**src/rtl/caliptra_ss_bfm_rst_sequencer.sv**
```systemverilog
// Reset sequencer for the BFM services interface.
// Watches the four reset-request flags raised by the services side and
// turns each rising edge into a request. It services one request at a time
// in fixed priority order and drives the DUT's active-low hard and warm
// resets. Each serviced request waits for its hold or settle time and then
// produces a one-cycle done pulse.
module caliptra_ss_bfm_rst_sequencer #(
   parameter int ASSERT_CYCLES = 16,  // hold time after an assert, >= 1
   parameter int SETTLE_CYCLES = 8,   // settle time after a release, >= 1
   parameter int CNT_W         = 8    // both cycle counts must fit in 2^CNT_W
) (
   input  logic core_clk,
   input  logic rst,
   input  logic assert_hard_rst_flag,
   input  logic deassert_hard_rst_flag,
   input  logic assert_rst_flag,
   input  logic deassert_rst_flag,
   output logic assert_hard_rst_flag_done,
   output logic deassert_hard_rst_flag_done,
   output logic assert_rst_flag_done,
   output logic deassert_rst_flag_done,
   output logic hard_rst_b,
   output logic warm_rst_b,
   output logic busy,
   output logic err_illegal
);

   // Request slots, listed in arbitration priority order (slot 0 wins).
   localparam int SLOT_AH = 0;  // assert hard reset
   localparam int SLOT_AR = 1;  // assert warm reset
   localparam int SLOT_DH = 2;  // release hard reset
   localparam int SLOT_DR = 3;  // release warm reset

   // The counter is loaded with (cycles - 1) and the WAIT state exits after
   // it reaches zero. A count of 1 therefore gives a single WAIT cycle.
   localparam logic [CNT_W-1:0] ASSERT_LOAD = CNT_W'(ASSERT_CYCLES - 1);
   localparam logic [CNT_W-1:0] SETTLE_LOAD = CNT_W'(SETTLE_CYCLES - 1);

   typedef enum logic [1:0] {
      ST_IDLE = 2'd0,
      ST_WAIT = 2'd1,
      ST_DONE = 2'd2
   } state_t;

   state_t           state_reg,    state_next;
   logic [CNT_W-1:0] cnt_reg,      cnt_next;
   logic [3:0]       pending_reg,  pending_next;
   logic [3:0]       svc_reg,      svc_next;      // one-hot slot in service
   logic [3:0]       flag_prev_reg;
   logic             hard_reg,     hard_next;     // 1 = hard reset released
   logic             warm_reg,     warm_next;     // 1 = warm reset released
   logic             err_reg,      err_next;

   logic [3:0]       flag_vec;
   logic [3:0]       req;
   logic [3:0]       grant;
   logic [1:0]       grant_idx;
   logic             take_grant;
   logic [3:0]       done_vec;

   assign flag_vec = {deassert_rst_flag, deassert_hard_rst_flag,
                      assert_rst_flag,   assert_hard_rst_flag};

   // A request is a flag seen high now and low on the previous edge.
   generate
      for (genvar gi = 0; gi < 4; gi++) begin : g_edge
         assign req[gi] = flag_vec[gi] & ~flag_prev_reg[gi];
      end
   endgenerate

   // Previous-flag history; resets to all ones so that a flag still held
   // high when reset releases is not mistaken for a fresh request.
   always_ff @(posedge core_clk or posedge rst) begin
      if (rst) begin
         flag_prev_reg <= 4'b1111;
      end else begin
         flag_prev_reg <= flag_vec;
      end
   end

   // Fixed-priority pick among the pending slots.
   always_comb begin
      grant     = 4'b0000;
      grant_idx = 2'd0;
      if (pending_reg[SLOT_AH]) begin
         grant     = 4'b0001;
         grant_idx = 2'(SLOT_AH);
      end else if (pending_reg[SLOT_AR]) begin
         grant     = 4'b0010;
         grant_idx = 2'(SLOT_AR);
      end else if (pending_reg[SLOT_DH]) begin
         grant     = 4'b0100;
         grant_idx = 2'(SLOT_DH);
      end else if (pending_reg[SLOT_DR]) begin
         grant     = 4'b1000;
         grant_idx = 2'(SLOT_DR);
      end
   end

   // Next-state, counter and reset-output logic for the sequencer FSM.
   always_comb begin
      state_next = state_reg;
      cnt_next   = cnt_reg;
      svc_next   = svc_reg;
      hard_next  = hard_reg;
      warm_next  = warm_reg;
      err_next   = err_reg;
      take_grant = 1'b0;

      case (state_reg)
         ST_IDLE: begin
            if (|pending_reg) begin
               take_grant = 1'b1;
               state_next = ST_WAIT;
               svc_next   = grant;
               case (grant_idx)
                  2'(SLOT_AH): begin
                     // A cold reset always takes the warm domain down too.
                     hard_next = 1'b0;
                     warm_next = 1'b0;
                     cnt_next  = ASSERT_LOAD;
                  end
                  2'(SLOT_AR): begin
                     warm_next = 1'b0;
                     cnt_next  = ASSERT_LOAD;
                  end
                  2'(SLOT_DH): begin
                     // Warm reset stays asserted until its own release.
                     hard_next = 1'b1;
                     cnt_next  = SETTLE_LOAD;
                  end
                  default: begin
                     // Releasing warm while hard is held is flagged but
                     // still runs the settle time and pulses done.
                     if (hard_reg) begin
                        warm_next = 1'b1;
                     end else begin
                        err_next = 1'b1;
                     end
                     cnt_next = SETTLE_LOAD;
                  end
               endcase
            end
         end
         ST_WAIT: begin
            if (cnt_reg == '0) begin
               state_next = ST_DONE;
            end else begin
               cnt_next = cnt_reg - CNT_W'(1);
            end
         end
         ST_DONE: begin
            state_next = ST_IDLE;
         end
         default: begin
            state_next = ST_IDLE;
         end
      endcase
   end

   // The granted slot clears; new edges (including one for the slot just
   // granted) are recorded on the same edge.
   always_comb begin
      pending_next = (pending_reg & ~(take_grant ? grant : 4'b0000)) | req;
   end

   // State register; reset puts the DUT into reset and drops all work.
   always_ff @(posedge core_clk or posedge rst) begin
      if (rst) begin
         state_reg   <= ST_IDLE;
         cnt_reg     <= '0;
         pending_reg <= 4'b0000;
         svc_reg     <= 4'b0000;
         hard_reg    <= 1'b0;
         warm_reg    <= 1'b0;
         err_reg     <= 1'b0;
      end else begin
         state_reg   <= state_next;
         cnt_reg     <= cnt_next;
         pending_reg <= pending_next;
         svc_reg     <= svc_next;
         hard_reg    <= hard_next;
         warm_reg    <= warm_next;
         err_reg     <= err_next;
      end
   end

   // Done pulses come straight from registered state, so an asynchronous
   // reset removes a pulse that is in flight.
   generate
      for (genvar gi = 0; gi < 4; gi++) begin : g_done
         assign done_vec[gi] = (state_reg == ST_DONE) & svc_reg[gi];
      end
   endgenerate

   assign assert_hard_rst_flag_done   = done_vec[SLOT_AH];
   assign assert_rst_flag_done        = done_vec[SLOT_AR];
   assign deassert_hard_rst_flag_done = done_vec[SLOT_DH];
   assign deassert_rst_flag_done      = done_vec[SLOT_DR];

   assign hard_rst_b  = hard_reg;
   assign warm_rst_b  = warm_reg;
   assign busy        = (state_reg != ST_IDLE);
   assign err_illegal = err_reg;

endmodule

```
**config.mk**
```make
export PLATFORM = sky130hd
export DESIGN_NAME = caliptra_ss_bfm_rst_sequencer
export DESIGN_NICKNAME = d
export VERILOG_FILES = /design/src/rtl/caliptra_ss_bfm_rst_sequencer.sv
export SDC_FILE = /design/constraint.sdc
export NUM_CORES = 1
export LEC_CHECK = 0
export CORE_UTILIZATION = 45
export DETAILED_ROUTE_END_ITERATION = 8
export GPL_ROUTABILITY_DRIVEN = 1
export PLACE_DENSITY = 0.67
export SLEW_MARGIN = 20
export SYNTH_ARGS = -nofsm -noshare
export SYNTH_HDL_FRONTEND = slang
export SYNTH_SLANG_ARGS = --single-unit
```
**constraint.sdc**
```tcl
create_clock -name core_clk -period 2.18 [get_ports core_clk]
set_input_delay 0.654 -clock core_clk [delete_from_list [all_inputs] [get_ports core_clk]]
set_output_delay 0.654 -clock core_clk [all_outputs]
set_load 0.01 [all_outputs]
```
; ---- After elaboration in Yosys (flattened, before gate mapping)
; Index checks and enable logic that the tools add are counted.
[totals]
register_bits = 25
latchBits = 0
mem_bits_rw = 0
romBits = 0
input_bits = 6
output_inout_bits = 8
wordCells = 71
mem_count = 0
[op_classes]
add_sub_neg = 1
mul = 0
div = 0
magnitude_cmp = 0
n_eq_ne = 7
shift = 0
n_mux = 21
bitwise_logic = 18
reduce_logical = 16
[ops]
columns = op, n
row1 = $mux W4, 6
row2 = $mux W8, 2
row3 = $pmux W8 S2, 1
row4 = $mux W2, 6
row5 = $and A1 B1 Y1, 8
row6 = $logic_not A8 Y1, 1
row7 = $reduce_and A4 Y1, 2
row8 = $reduce_bool A2 Y1, 4
row9 = $sub A8 B1 Y8 const B, 1
row10 = $not A1 Y1, 7
row11 = $ne A2 B2 Y1 const B, 3
row12 = $reduce_and A3 Y1, 2
row13 = $and A4 B4 Y4, 1
row14 = $eq A2 B1 Y1 const B, 2
row15 = $eq A2 B2 Y1 const B, 2
row16 = $logic_not A2 Y1, 2
row17 = $not A4 Y4, 1
row18 = $or A4 B4 Y4, 1
row19 = $pmux W1 S2, 2
row20 = $pmux W2 S2, 1
row21 = $reduce_and A2 Y1, 2
row22 = $reduce_or A4 Y1, 1
row23 = $mux W1, 3
row24 = $reduce_or A3 Y1, 1
row25 = $reduce_or A2 Y1, 1

; ---- Logic depth before layout (Yosys ltp)
[logic_depth]
ltp_word = 9
mapped_depth = 6
depth_no_buf = 6

; ---- Worst setup path after synthesis
; OpenSTA, ideal clock, no wires.
[synth_path]
path_kind = reg2reg
start = reg cnt_reg[0]
end = reg cnt_reg[2]
setup_time_ns = 0.130
arrival_time_ns = 1.489
path_slack_ns = 0.561
stages_incl_launch_ff = 7
cell_sequence = dfrtp_1 inv_1 ha_1 or4b_4 o211ai_4 xor2_1 nand2_1
[synth_via]
elab_chain_len = 3
[synth_lines]
columns = element, line_no
row1 = start: declaration, 46  ; logic [CNT_W-1:0] cnt_reg, cnt_next;
row2 = start signal: assignment, 179  ; cnt_reg <= cnt_next;
row3 = $sub A8 B1 Y8 / $logic_not A8 Y1 (equally long branches), "149, 146"
row4 = $mux W8 / $ne A2 B2 Y1 (equally long branches), -
row5 = $pmux W8 S2 / $reduce_and A3 Y1 (equally long branches), -
; Several ways; a longest one is shown, not always the timed one. The select of a mux whose other input is x is not followed.
; A chain may end at the register's enable or synchronous reset.

; ---- Worst setup path after layout
[layout_path]
start = reg state_reg[1]
end = out assert_hard_rst_flag_done
[layout_via]
elab_chain_len = 2
[layout_lines]
columns = element, line_no
row1 = start: declaration, 45  ; state_t state_reg, state_next;
row2 = start signal: assignment, 178  ; state_reg <= state_next;
row3 = $eq A2 B2 Y1, 192  ; assign done_vec[gi] = (state_reg == ST_DONE) & svc_reg[gi];
row4 = $and A1 B1 Y1, 192
row5 = end: declaration, 18  ; output logic assert_hard_rst_flag_done,
; Every way passes these cells.

==> impl_metrics.toml <==
[final_layout]
drive_above_1_share_pct = 16.3
largest_reg_flops = 8
final_area_sq_um = 1350
fin_cells = 151
n_antenna_cell = 0
area_growth_pct = 17.4
finalNetCount = 132
utilization_pct = 58.2

[die]
die_w_microns = 52.6
io_pins = 14
row_count = 17
die_area_sq_um = 2760
initial_core_util_pct = 49.6
die_height_microns = 52.6
core-area_sq_um = 2320

[logic_synthesis]
ys.flop_type = "dfrtp_1"
synth_area_leaders = "dfrtp_1, dfstp_2, o21ai_0"
yosysMostFrequentCell = "dfrtp_1"
yosys-top-cells-count = "dfrtp_1, inv_1, o21ai_0"
yosysTopAreaCell = "dfrtp_1"
synth-edff-count = 0
syn_inst = 104
syn-num-nets = 112
synth-seq-area-share_pct = 54.8
syn_area_per_cell_sq_um = 11.1
async_reset_ff_share_pct = 100
ys_seq_elements = 25
synthesis.area_sq_um = 1150
synth_warnings = 0
yosys.area.top_type_share_pct = 45.7
synth.distinct_cells = 39

[clock_network]
numCtsBuffers = 3
cts_htree_levels = 1
cts_tree = "yes"
root_buffer = "clkbuf_4"
cts_num_sinks = 25
clk_path_buf_depth = 2
postCtsHoldBufs = 0
clkTransAtPathRegs_ns = 0.13
clock_latency_ns = 0.30

[critical_path]
ff2ff_path_depth = 6
crit_path_max_incr_delay_ns = 0.42
critical_path_required_ns = 1.53
critPathLaunchType = "register"
crit_type = "register to primary output"
cp_slowest_cell = "dfrtp_1"
path_cells = "nor2b_2 > buf_4 > and2_1 > dlygate4sd2_1"
end_kind = "primary output"
worstPathArrival_ns = 1.44
path_max_fanout = 3

[timing]
rsz0062_at_grt = "false"
fmax_mhz = 478
timing.hold.ws_ns = 0.496
min_period_ns = 2.09
slew-limit-headroom_pct = 70.1
maxSlewViolCount = 0
hold_viol = 0
fin_ws_ns = 0.0875
tightestPinTransition_ns = 0.443
finalSetupTns_ns = 0
min_period_over_period_pct = 96.0
setup_violations = 0
skew_ns = 0.00404

[power]
combPwrFrac_pct = 39.6
p_per_area_nw_per_um2 = 1180
switching_share_pct = 38.3
p_int_mw = 0.986
power.leakage_nw = 0.633
p_seq_share_pct = 48.0
switchingPower_mw = 0.612
power.total_mw = 1.60
clockPowerShare_pct = 12.4
irDropWorstVdd_mv = 0.651

[min_path]
min_path_type = "register to register"
holdPathStages = 1

[place]
dp_hpwl_mm = 1.45
place_inst = 146
placedInstanceArea_sq_um = 1320
io_buffer_count = 13
routabilityCongestion = 0.805
place_ws_ns = 0.227

[routing]
antenna_violating_nets_post_route = 0
drt_iter0_markers = 9
firstDrtPassIters = 4
wl_mm = 1.95
wl_per_cell_microns = 12.9
drc = 0
via_count = 838
vias_per_cell = 5.55

[global_route]
grt_pass1_vias = 773
grt_remaining_overflow = 0
grt_pass1_wl_mm = 3.48
grt_start_max_net_pins = 16
track_usage_pct = 17.6
antenna_found_initial = 0

[job]
cap_violations = 0

[status]
status = "complete, no violations"
==> layout by cell type, fill, tap and decap left out, drive strengths merged, types with 2 or more instances in the layout <==
cell and count:
nand2b 2, o31ai 3, dfstp 4, or2 2
dfrtp 21, dlygate4sd2 4, nor4b 2, inv 10
clkbuf 4, nor2 4, or4 2, o21ai 9
a21oi 7, nor3 2, buf 3, ha 2
a22o 3, o211ai 2, clkdlybuf4s50 9, and2 4
nand2 7
==> path summary, 6_finish.rpt <==
kind	startpoint	slack, ns	end
setup / recovery	state_reg[1]	0.09	assert_hard_rst_flag_done
min in group asynchronous	rst	0.60	pending_reg[0]
max in group asynchronous	rst	1.04	err_illegal
hold reg to reg	err_illegal	0.50	err_illegal
setup reg to reg	cnt_reg[0]	0.38	cnt_reg[3]
hold / removal	err_illegal	0.50	err_illegal
==> final cells by class <==
| cell class | count | area [sq um] |
|---|---|---|
| Multi-Input combinational cell | 68 | 473 |
| Fill cell | 210 | 968 |
| Tap cell | 28 | 35.0 |
| Inverter | 10 | 37.5 |
| Sequential cell | 25 | 631 |
| Timing Repair Buffer | 16 | 148 |
| Clock buffer | 4 | 26.3 |
==> power groups by stage <==
stage / clock network, mW / registers, mW / logic, mW
after floorplan: 0 / 0.720 / 0.513
after global placement: 0 / 0.763 / 0.616
after detailed placement: 0 / 0.772 / 0.632
after CTS: 0.202 / 0.763 / 0.635
after global routing: 0.222 / 0.795 / 0.710
final: 0.199 / 0.767 / 0.632
==> cells by family (layout without fill, tap and decap cells) <==
| logic type | after synthesis | count (layout) | synth area share (%) |
|---|---|---|---|
| compound gates | 32 | 32 | 19.4 |
| xor+xnor | 1 | 1 | 0.762 |
| fa+ha+maj | 2 | 2 | 2.18 |
| buf+inv | 11 | 30 | 4.24 |
| flops | 25 | 25 | 54.8 |
| mux | 1 | 1 | 0.871 |
| simple gates | 32 | 32 | 17.7 |
==> per-layer routing <==
layer | GRT usage [%] | part of all wire [%] | up-vias | wire length [microns]
met2 | 24.9 | 46 | 16 | 902
li1 | - | - | 418 | -
met4 | 7.89 | 0.82 | 0 | 16
met1 | 26.6 | 50 | 402 | 978
met5 | 0 | 0 | - | 0
met3 | 2.61 | 2.8 | 2 | 55
==> critical path, delay by kind of cell, from the launching register on <==
family,cells,cell delay [ns]
buffers and inverters,2,0.40
and+or+nand+nor,2,0.31
DFF,1,0.42
==> repair_timing <==
action | in CTS | in global routing
resized for setup | 5 | 1
buffers inserted | 1 | 0
gates cloned | 0 | 0
pin swaps | 0 | 0
setup endpoints to repair | 4 | 1
Note: power is estimated with default switching activity, not from simulation.
